### config.mk
export PLATFORM = sky130hd
export DESIGN_NAME = mul_unit
export DESIGN_NICKNAME = d
export VERILOG_FILES = /design/src/rtl/mul_unit.sv
export SDC_FILE = /design/constraint.sdc
export NUM_CORES = 1
export LEC_CHECK = 0
export BUFFER_PORTS_ARGS = -buffer_cell sky130_fd_sc_hd__buf_2
export CORE_ASPECT_RATIO = 0.7
export CORE_MARGIN = 1
export CORE_UTILIZATION = 63
export CTS_BUF_LIST = sky130_fd_sc_hd__clkbuf_2 sky130_fd_sc_hd__clkbuf_4 sky130_fd_sc_hd__clkbuf_8
export DETAILED_ROUTE_END_ITERATION = 10
export GPL_TIMING_DRIVEN = 0
export PLACE_DENSITY_LB_ADDON = 0.2
export SETUP_SLACK_MARGIN = 0.3
export SYNTH_ARGS = -nofsm -noshare
export SYNTH_HDL_FRONTEND = slang
export SYNTH_SLANG_ARGS = --single-unit
export TNS_END_PERCENT = 1
### constraint.sdc
create_clock -name clk -period 6.9 [get_ports clk]
set_clock_uncertainty 0.1 [all_clocks]
set_input_delay 0.345 -clock clk [delete_from_list [all_inputs] [get_ports clk]]
set_output_delay 0.345 -clock clk [all_outputs]
set_load 0.005 [all_outputs]
### src/rtl/mul_unit.sv
// mul_unit: iterative radix-2 shift-add integer multiplier (MUL/MULH/MULHSU/MULHU).
// An accepted operation completes with a one-cycle valid_o pulse exactly
// 33 rising edges after acceptance; flush_i aborts, rst (sync, high) clears all.
module mul_unit #(
  parameter int unsigned TAG_W = 4
) (
  input  logic             clk,
  input  logic             rst,
  input  logic             start_i,
  input  logic [2:0]       sub_op,
  input  logic [31:0]      op1,
  input  logic [31:0]      op2,
  input  logic [TAG_W-1:0] tag_i,
  input  logic             flush_i,
  output logic             ready_o,
  output logic             valid_o,
  output logic [31:0]      result_o,
  output logic [TAG_W-1:0] tag_o
);

  localparam int unsigned DW = 32;
  localparam int unsigned PW = 64;
  localparam int unsigned CW = 5;
  localparam logic [CW-1:0] LAST_STEP = CW'(31);

  typedef enum logic [1:0] {
    S_IDLE = 2'd0,
    S_CALC = 2'd1,
    S_DONE = 2'd2
  } state_t;

  state_t r_state;
  state_t w_state_nxt;

  logic [1:0]       r_op;
  logic [TAG_W-1:0] r_tag;
  logic             r_neg;
  logic [PW-1:0]    r_mcand;
  logic [DW-1:0]    r_mplier;
  logic [PW-1:0]    r_prod;
  logic [CW-1:0]    r_count;

  logic             r_ready;
  logic             r_valid;
  logic [DW-1:0]    r_result;
  logic [TAG_W-1:0] r_tag_out;

  logic             w_accept;
  logic             w_sign1;
  logic             w_sign2;
  logic [DW-1:0]    w_mag1;
  logic [DW-1:0]    w_mag2;
  logic [PW-1:0]    w_prod_fix;
  logic             w_unused;

  // Only sub_op[1:0] selects the operation.
  assign w_unused = sub_op[2];

  // Operand signedness and magnitudes (0x80000000 negates to itself = 2^31).
  always_comb begin
    w_sign1 = op1[DW-1] & (sub_op[1:0] != 2'b11);
    w_sign2 = op2[DW-1] & ~sub_op[1];
    w_mag1  = w_sign1 ? (DW'(0) - op1) : op1;
    w_mag2  = w_sign2 ? (DW'(0) - op2) : op2;
  end

  // Signed-corrected full product, applied in the DONE cycle.
  always_comb begin
    w_prod_fix = r_neg ? (PW'(0) - r_prod) : r_prod;
  end

  // State register.
  always_ff @(posedge clk) begin
    if (rst) r_state <= S_IDLE;
    else     r_state <= w_state_nxt;
  end

  // Next-state logic; flush always returns to IDLE and blocks acceptance.
  always_comb begin
    w_state_nxt = r_state;
    w_accept    = 1'b0;
    if (flush_i) begin
      w_state_nxt = S_IDLE;
    end else begin
      case (r_state)
        S_IDLE: begin
          if (start_i) begin
            w_accept    = 1'b1;
            w_state_nxt = S_CALC;
          end
        end
        S_CALC: begin
          if (r_count == LAST_STEP) w_state_nxt = S_DONE;
        end
        S_DONE:  w_state_nxt = S_IDLE;
        default: w_state_nxt = S_IDLE;
      endcase
    end
  end

  // Datapath: latch operation on accept, one multiplier bit per CALC cycle.
  always_ff @(posedge clk) begin
    if (rst) begin
      r_op     <= 2'b00;
      r_tag    <= '0;
      r_neg    <= 1'b0;
      r_mcand  <= '0;
      r_mplier <= '0;
      r_prod   <= '0;
      r_count  <= '0;
    end else if (w_accept) begin
      r_op     <= sub_op[1:0];
      r_tag    <= tag_i;
      r_neg    <= w_sign1 ^ w_sign2;
      r_mcand  <= {DW'(0), w_mag1};
      r_mplier <= w_mag2;
      r_prod   <= '0;
      r_count  <= '0;
    end else if (r_state == S_CALC) begin
      if (r_mplier[0]) r_prod <= r_prod + r_mcand;
      r_mcand  <= {r_mcand[PW-2:0], 1'b0};
      r_mplier <= {1'b0, r_mplier[DW-1:1]};
      r_count  <= r_count + CW'(1);
    end
  end

  // Registered handshake and result outputs.
  always_ff @(posedge clk) begin
    if (rst) begin
      r_ready   <= 1'b1;
      r_valid   <= 1'b0;
      r_result  <= '0;
      r_tag_out <= '0;
    end else if (flush_i) begin
      r_ready <= 1'b1;
      r_valid <= 1'b0;
    end else if (w_accept) begin
      r_ready <= 1'b0;
      r_valid <= 1'b0;
    end else if (r_state == S_DONE) begin
      r_ready   <= 1'b1;
      r_valid   <= 1'b1;
      r_result  <= (r_op == 2'b00) ? w_prod_fix[DW-1:0] : w_prod_fix[PW-1:DW];
      r_tag_out <= r_tag;
    end else begin
      r_valid <= 1'b0;
    end
  end

  assign ready_o  = r_ready;
  assign valid_o  = r_valid;
  assign result_o = r_result;
  assign tag_o    = r_tag_out;

endmodule

==> impl_metrics.py <==
metrics = {
    "run_status": {
        "status": "completed",
    },
    "sta": {
        "min_period_ns": 4.03,
        "fin_crit_sh_pct": 58.3,
        "hold_violations": 0,
        "max_freq_mhz": 248,
        "slew_headroom_pct": 28.6,
        "setup_viol": 0,
        "setup_tns_ns": 0,
        "rsz0062_at_grt": "no",
        "slew_viol_final": 0,
        "worst_pin_slew_ns": 1.07,
        "fin_ws_ns": 2.87,
    },
    "logic_synthesis": {
        "ys_seq_elements": 212,
        "synth.area.top_cells": "dfxtp_1, nand2_1, a21oi_1",
        "async_reset_ff_share_pct": 0,
        "ys_types": 70,
        "yosys_warnings": 0,
        "synthTopCellsByCount": "nand2_1, dfxtp_1, a21oi_1",
        "synth_enable_flop_cells": 0,
        "synth_top_area_share_pct": 29.2,
        "syn_area_um2": 14500,
        "postSynthNetCount": 2159,
        "yosysTopAreaCell": "dfxtp_1",
        "ys.flop_type": "dfxtp_1",
        "syn_inst": 2015,
        "avgSynthCellArea_um2": 7.22,
        "seq_area_frac_synth_pct": 29.2,
        "yosysMostFrequentCell": "nand2_1",
    },
    "clock_tree": {
        "cts.repair.resized": 0,
        "clkTransAtPathRegs_ns": 0.06,
        "hold_buffers": 11,
        "cts_max_path_buffers": 3,
        "postCtsSetupRepairBufs": 0,
        "h-tree-depth": 2,
        "clock-sinks": 212,
        "clock_latency_ns": 0.57,
        "clock-root-buffer": "clkbuf_8",
        "cts_buffers": 37,
        "cts_tree": "built",
    },
    "grt": {
        "grt_max_degree": 11,
        "grt_pass1_vias": 14500,
        "overflow": 0,
        "grt_usage_pct": 42.3,
        "antenna_found_initial": 0,
        "grt_first_pass_wirelength_mm": 78.6,
    },
    "drt": {
        "drtIter0Drc": 1940,
        "drc_errors": 0,
        "wire_per_inst_um": 20.3,
        "dr.pass1.iters": 6,
        "vias": 16300,
        "routed_wl_mm": 51.1,
        "viasPerCell": 6.47,
        "drt.antenna.violating_nets": 0,
    },
    "setup_path": {
        "crit_path_end_kind": "register",
        "cp-start-kind": "register",
        "slowest_delay_ns": 0.56,
        "cpMaxStageDelayCell": "a211oi_1",
        "worst-r2r-cell-count": 11,
        "path_max_fanout": 8,
        "worst_ep_required_time_ns": 7.25,
        "path_cells": "ha_1 -> o21ai_0 -> o21bai_1 -> o21ai_0 -> a21boi_0 -> o211ai_1 -> a211oi_1 -> a21oi_1 -> o31ai_1 -> a21oi_1 -> or3_1",
        "worstPathArrival_ns": 4.37,
        "path_class": "reg -> reg",
    },
    "finish": {
        "syn_to_final_growth_pct": 12.8,
        "postLayoutCellArea_um2": 16400,
        "diodes": 0,
        "drive_gt1_share_pct": 9.08,
        "layout.nets": 2319,
        "stdcell_count": 2514,
    },
    "floorplanning": {
        "die_w_um": 184,
        "dieArea_um2": 23700,
        "start_util_pct": 64.3,
        "core_region_area_um2": 22600,
        "rows": 46,
        "ios": 113,
        "dieHeight_um": 129,
    },
    "placed_design": {
        "dp_hpwl_mm": 39.2,
        "io_buffers": 110,
        "post-place-ws_ns": 3.09,
        "dp_cells": 2437,
        "post_dp_cell_area_um2": 15500,
        "gp_congestion": 1.05,
    },
    "power_and_ir_drop": {
        "power_w": 0.00294,
        "cellPowerDensity_nw_per_um2": 179,
        "p_leak_nw": 6.65,
        "vdd.ir_drop.worst_v": 0.000191,
    },
    "worst_hold_path": {
        "min_path_cells": 4,
        "hold_path_class": "in -> reg",
    },
    "flow_run": {
        "cap_violations": 0,
    },
}
-- state kept, by name, indices dropped and copies added, names as in the netlist --
signal / flops
r_mplier: 32
r_op: 2
valid_o: 1
ready_o: 1
r_neg: 1
r_state: 2
r_tag: 4
tag_o: 4
r_mcand: 64
result_o: 32
r_count: 5
r_prod: 64
-- critical path, delay by kind of cell, from the launching register on --
| family | cells | cell delay (ns) |
|---|---|---|
| compound gates | 9 | 2.64 |
| fa+ha+maj | 1 | 0.30 |
| flops | 1 | 0.49 |
| simple gates | 1 | 0.39 |
-- placed cells by master (no fill, tap or decap), types with 22 or more instances in the layout --
master / count
a21o_1: 38
a21oi_1: 209
a311oi_1: 65
buf_2: 110
clkbuf_1: 110
clkbuf_8: 47
dfxtp_1: 212
ha_1: 68
inv_1: 31
nand2_1: 412
nand3_1: 39
nand4_1: 22
nor2_1: 185
nor3_1: 54
o21ai_0: 94
o31ai_1: 23
or3_1: 23
xnor2_1: 68
xor2_1: 76
-- per-layer routing --
metal	GRT usage, %	vias to the layer above	share of wire [%]
li1	-	7578	-
met1	61.7	7555	44
met2	59.7	994	40
met3	10.5	148	13
met4	15.2	0	3.2
met5	0	-	0
-- path summary, 6_finish.rpt --
path	startpoint	endpoint	slack, ns
worst max-delay path	r_prod[2]	r_prod[51]	2.87
worst min-delay path	op2[10]	r_mplier[10]	0.04
worst max register to register	r_prod[2]	r_prod[51]	2.87
worst min register to register	result_o[29]	result_o[29]	0.35
-- stage by stage --
step	utilization, %	hold WS [ns]
6_report	72.5	0.0375
5_1_grt	72.5	0.0320
4_1_cts	72.5	0.00832
3_5_place_dp	68.4	0.340
3_3_place_gp	68.4	0.329
2_1_floorplan	-	0.323
-- power breakdown --
| group | switching [W] | internal, W | total (W) |
|---|---|---|---|
| Sequential | 0.0000272 | 0.00126 | 0.00128 |
| Clock | 0.000569 | 0.000711 | 0.00128 |
| Combinational | 0.000250 | 0.000123 | 0.000374 |
| Total | 0.000847 | 0.00209 | 0.00294 |
-- cell type report --
type	instances	area [µm²]
Buffer	126	477
Clock buffer	57	722
Clock inverter	9	83.8
Fill cell	1877	6220
Inverter	32	120
Multi-Input combinational cell	1645	9700
Sequential cell	212	4240
Tap cell	312	390
Timing Repair Buffer	121	661
-- cell families (layout without fill, tap and decap cells) --
logic type                 after synthesis  after routing  share of synthesized area, %
AOI/OAI and AO/OA                      590            590                          26.2
xor gates and xnor gates               144            144                          8.67
muxes                                    5              5                         0.430
and+or+nand+nor                        837            837                          25.4
adders and majority gates               69             69                          5.99
buffers and inverters                  158            345                          4.10
DFF                                    212            212                          29.2
Note: power is estimated with default switching activity, not from simulation.
